===== src/rtl/wb_buffer.sv =====
// Write-back buffer: queues ALU results in order and drains them into the register file,
// retiring scoreboard entries and applying vl/sew updates in program order.
module wb_buffer #(
  parameter int XLEN      = 32,
  parameter int VLEN      = 256,
  parameter int SB_SIZE_W = 4,
  parameter int REG_W     = 5,
  parameter int DEPTH     = 4
) (
  input  logic                 clk,
  input  logic                 rst,
  input  logic                 wb_valid,
  input  logic [SB_SIZE_W-1:0] wb_pos,
  input  logic [REG_W-1:0]     wb_rd,
  input  logic [VLEN-1:0]      wb_value,
  input  logic                 wb_is_vec,
  input  logic                 csr_we,
  input  logic [XLEN-1:0]      vl_set,
  input  logic [XLEN-1:0]      sew_set,
  output logic                 issue_stall,
  output logic                 rf_valid,
  input  logic                 rf_ready,
  output logic [REG_W-1:0]     rf_rd,
  output logic                 rf_is_vec,
  output logic [VLEN-1:0]      rf_value,
  output logic                 sb_done,
  output logic [SB_SIZE_W-1:0] sb_pos,
  output logic                 csr_wr,
  output logic [XLEN-1:0]      vl_out,
  output logic [XLEN-1:0]      sew_out,
  output logic                 overflow_err
);

  localparam int PTR_W = (DEPTH > 1) ? $clog2(DEPTH) : 1;
  localparam int CNT_W = $clog2(DEPTH + 1);

  logic [SB_SIZE_W-1:0] r_memPos   [DEPTH];
  logic [REG_W-1:0]     r_memRd    [DEPTH];
  logic                 r_memIsVec [DEPTH];
  logic [VLEN-1:0]      r_memValue [DEPTH];
  logic                 r_memCsrWe [DEPTH];
  logic [XLEN-1:0]      r_memVl    [DEPTH];
  logic [XLEN-1:0]      r_memSew   [DEPTH];

  logic [PTR_W-1:0]     r_wrPtr;
  logic [PTR_W-1:0]     r_rdPtr;
  logic [CNT_W-1:0]     r_count;
  logic                 r_sbDone;
  logic [SB_SIZE_W-1:0] r_sbPos;
  logic                 r_csrWr;
  logic [XLEN-1:0]      r_vl;
  logic [XLEN-1:0]      r_sew;
  logic                 r_overflowErr;

  logic w_notEmpty;
  logic w_full;
  logic w_pop;
  logic w_push;
  logic w_overflow;

  assign w_notEmpty = (r_count != '0);
  assign w_full     = (r_count == CNT_W'(DEPTH));
  assign w_pop      = w_notEmpty && rf_ready;
  // A full FIFO still accepts a push when the same edge pops the head.
  assign w_push     = wb_valid && (!w_full || w_pop);
  assign w_overflow = wb_valid && w_full && !w_pop;

  always_ff @(posedge clk) begin
    if (w_push && !rst) begin
      r_memPos[r_wrPtr]   <= wb_pos;
      r_memRd[r_wrPtr]    <= wb_rd;
      r_memIsVec[r_wrPtr] <= wb_is_vec;
      r_memValue[r_wrPtr] <= wb_value;
      r_memCsrWe[r_wrPtr] <= csr_we;
      r_memVl[r_wrPtr]    <= vl_set;
      r_memSew[r_wrPtr]   <= sew_set;
    end
  end

  always_ff @(posedge clk) begin
    if (rst) begin
      r_wrPtr       <= '0;
      r_rdPtr       <= '0;
      r_count       <= '0;
      r_sbDone      <= 1'b0;
      r_sbPos       <= '0;
      r_csrWr       <= 1'b0;
      r_vl          <= '0;
      r_sew         <= XLEN'(8);
      r_overflowErr <= 1'b0;
    end else begin
      if (w_push) begin
        r_wrPtr <= r_wrPtr + PTR_W'(1);
      end
      if (w_pop) begin
        r_rdPtr  <= r_rdPtr + PTR_W'(1);
        r_sbDone <= 1'b1;
        r_sbPos  <= r_memPos[r_rdPtr];
        r_csrWr  <= r_memCsrWe[r_rdPtr];
        if (r_memCsrWe[r_rdPtr]) begin
          r_vl  <= r_memVl[r_rdPtr];
          r_sew <= r_memSew[r_rdPtr];
        end
      end else begin
        r_sbDone <= 1'b0;
        r_csrWr  <= 1'b0;
      end
      case ({w_push, w_pop})
        2'b10:   r_count <= r_count + CNT_W'(1);
        2'b01:   r_count <= r_count - CNT_W'(1);
        default: r_count <= r_count;
      endcase
      if (w_overflow) begin
        r_overflowErr <= 1'b1;
      end
    end
  end

  // Stall one entry early to leave room for the result already in the ALU pipeline register.
  assign issue_stall  = (r_count >= CNT_W'(DEPTH - 1));
  assign rf_valid     = w_notEmpty;
  assign rf_rd        = w_notEmpty ? r_memRd[r_rdPtr]    : '0;
  assign rf_is_vec    = w_notEmpty ? r_memIsVec[r_rdPtr] : 1'b0;
  assign rf_value     = w_notEmpty ? r_memValue[r_rdPtr] : '0;
  assign sb_done      = r_sbDone;
  assign sb_pos       = r_sbPos;
  assign csr_wr       = r_csrWr;
  assign vl_out       = r_vl;
  assign sew_out      = r_sew;
  assign overflow_err = r_overflowErr;

endmodule


===== config.mk =====
export PLATFORM = sky130hd
export DESIGN_NAME = wb_buffer
export DESIGN_NICKNAME = d
export VERILOG_FILES = /design/src/rtl/wb_buffer.sv
export SDC_FILE = /design/constraint.sdc
export NUM_CORES = 1
export LEC_CHECK = 0
export BUFFER_PORTS_ARGS = -buffer_cell sky130_fd_sc_hd__buf_2
export CORE_MARGIN = 2
export CORE_UTILIZATION = 40
export DETAILED_ROUTE_END_ITERATION = 7
export PLACE_DENSITY = 0.55
export SYNTH_ARGS = -nofsm -noshare
export SYNTH_HDL_FRONTEND = slang
export SYNTH_SLANG_ARGS = --single-unit

===== constraint.sdc =====
create_clock -name clk -period 12.4 [get_ports clk]
set_input_delay 2.48 -clock clk [delete_from_list [all_inputs] [get_ports clk]]
set_output_delay 2.48 -clock clk [all_outputs]
set_load 0.01 [all_outputs]

==> metrics.txt <==
Die Y-Extent about 370 um; initial antenna violation count 69; GR Util met3 a little over 7%; syn nets 2727; Startpoint Class flip-flop; htree depth 4; sequential area share after synthesis around four fifths; io pins 670; DR iter-0 viols 1525; peak supply drop between 0.0001 and 0.00015 V; Clk Tree Root Cell clkbuf_16; CTS Buffer Depth 3; Avg Synthesized Cell Area about 22 um2; post-synthesis cell count between 2000 and 2500; NumNets Final between 3000 and 4000; largest delay contributor family on the critical path buffers and inverters; Reg clk slew, reported paths roughly 0.060 ns; share of cells above drive strength 1 roughly 42%; Max Clock Freq around 160 MHz; gr usage total between 15 and 20%; critical path class flip-flop to output port; Stages on worst setup path 5; core area around 130000 um2; IO buf count 669; Post-synth EDFFs 1324; number of global-route vias before repair approximately 27000; CP Capture Type output port; routed via count ~26000; Top Usage Layer GRT met2; P_leak 21.1 nW; worst hold stages 2; endpoints failing setup 0; Slew headroom roughly 18%; crit path max-delay cell type dfxtp_4; Fin Setup TNS 0 ns; commonest non-fill, non-tap cell in the layout edfxtp_1; power density cells around 180 nW/um2; std cell rows ~130; met1 track demand over resource 20.6%; initial core utilization roughly two fifths; post-route cell area roughly 63000 um2; outcome finished, final reports clean; peak per-stage delay on the critical path between 0.6 and 0.7 ns; CP bufs+invs 3; CTS tree built; minimum clock period roughly 6.4 ns; CTS sink count 1404; placed cell area just under 60000 um2; max-cap violations 0; final hold violation count 0; Worst Hold Class flip-flop to flip-flop; first-pass GRT wire length around 180000 um; CP Max Fanout approximately 100; Post-Syn Area roughly 53000 um2; Post-CTS Setup Bufs 0; Routed Antenna Nets 0; GRT met2 Usage roughly 29%; unique cell type count in the Yosys netlist 37; Worst Reg-to-Reg Cells 5; largest net degree at the start of global routing 143; unrepaired setup endpoints after global routing no; worst skew pair latency 0.76 ns; final setup skew 0.0248 ns; FFs w/ async S/R, synth 0%; # hold bufs at CTS 0; Required @ worst endpoint a little under 10 ns; Slew @ Worst Pin 1.23 ns; Synth Flop Type edfxtp_1; number of synthesized register bits roughly 1400; vias per inst approximately 5.1; Inserted Clock Buffers 149; commonest non-fill, non-tap cells in the layout edfxtp_1, buf_2, mux4_2, and2_1, clkbuf_16; Routed wire per std cell between 20 and 25 um; YS warnings 0; drt drc 0; global route total overflow 0; Post-Route WL 119000 um; Gates resized, CTS repair 0; RePlAce Congestion approximately 0.75; Die W 367 um; HPWL Detailed 71800 um; Arr. time, crit path 3.89 ns; Final Slew Violations 0; Synth-to-Final Area Change 19.2%; DIE AREA between 100000 and 150000 um2; post-route clock period utilization 51.3%; critical-path cell list buf_4, buf_12, mux4_2, and2_1, buf_2; drt pass-1 iters 5
==> sequential cells by signal, summed over array words and instances, names as in the netlist, 3 cells and up, named ones only <==
signal and cells:
r_memSew 128, r_memRd 20, sb_pos 4, r_memVl 128, r_count 3, r_memIsVec 4, r_memPos 16, sew_out 32
vl_out 32, r_memValue 1024, r_memCsrWe 4
==> cells in the mapped netlist (13+ instances only) <==
library cell / number / share of area [%]
a21oi_2: 54 / 0.90
edfxtp_1: 1324 / 75
clkbuf_1: 52 / 0.37
and2_1: 267 / 3.2
mux4_2: 331 / 14
nand2_1: 77 / 0.55
buf_2: 46 / 0.44
buf_6: 27 / 0.58
nand2_2: 60 / 0.71
dfxtp_1: 80 / 3.0
a21oi_1: 14 / 0.13
nor2_1: 13 / 0.092
==> metal layers <==
layer  vias to the layer above  wire, um
li1                      11100         -
met2                       722     59800
met1                     13300     45300
met4                        74      2770
met5                         -       494
met3                       242     10300
==> metrics by stage <==
step / power (mW) / setup WS, ns / util [%] / hold WS (ns) / cells
after floorplan: 6.51 / 1.21 / - / 0.481 / 2387
after global placement: 7.04 / 6.26 / 44.1 / 0.439 / 4710
after detailed placement: 7.06 / 6.28 / 44.1 / 0.448 / 4710
after CTS: 11.5 / 5.77 / 47.9 / 0.455 / 4985
after global routing: 11.8 / 5.63 / 47.9 / 0.477 / 5001
final: 11.3 / 6.03 / 47.9 / 0.455 / 5008
==> final cells by class <==
type / instances / area [um2]
multi-input cells: 848 / 10700
flip-flops and latches: 1404 / 41400
clock buffers: 200 / 4180
repair buffers: 697 / 3660
well taps: 1755 / 2200
clock inverters: 75 / 752
diodes: 23 / 57.6
inverters: 6 / 22.5
fillers: 10900 / 68400
==> worst paths after layout <==
| kind | slack, ns | endpoint | startpoint |
|---|---|---|---|
| max | 6.03 | rf_value[53] | flip-flop |
| min | 0.45 | vl_out[28]$_SDFFE_PP0P_ | vl_out[28]$_SDFFE_PP0P_ |
| max reg2reg | 8.63 | r_memValue[1][22]$_DFFE_PP_ | r_count[0]$_SDFFE_PP0P_ |
| min reg2reg | 0.45 | vl_out[28]$_SDFFE_PP0P_ | vl_out[28]$_SDFFE_PP0P_ |
==> power breakdown <==
part / internal, mW / switching (mW) / total [mW]
Sequential: 5.36 / 0.0618 / 5.42
Clock: 2.64 / 1.76 / 4.40
Combinational: 0.653 / 0.832 / 1.48
==> worst register-to-register path, cell delays in order (launching register included) <==
cell     delay [ns]
dfxtp_1        0.50
o41ai_2        0.18
nor2_1         0.23
and2_4         0.76
buf_4          0.73
buf_4          0.92
==> cells by family (layout without fill, tap and decap cells) <==
logic type | count (synthesis) | count (layout) | share of synthesized area (%)
AOI/OAI and AO/OA | 78 | 78 | 1.18
xor gates and xnor gates | 5 | 5 | 0.0829
adders and majority gates | 5 | 5 | 0.133
buffers and inverters | 135 | 978 | 1.48
DFF | 1404 | 1404 | 78.3
muxes | 332 | 332 | 14.1
other | 0 | 23 | 0
and+or+nand+nor | 428 | 428 | 4.66
Note: power is estimated with default switching activity, not from simulation.
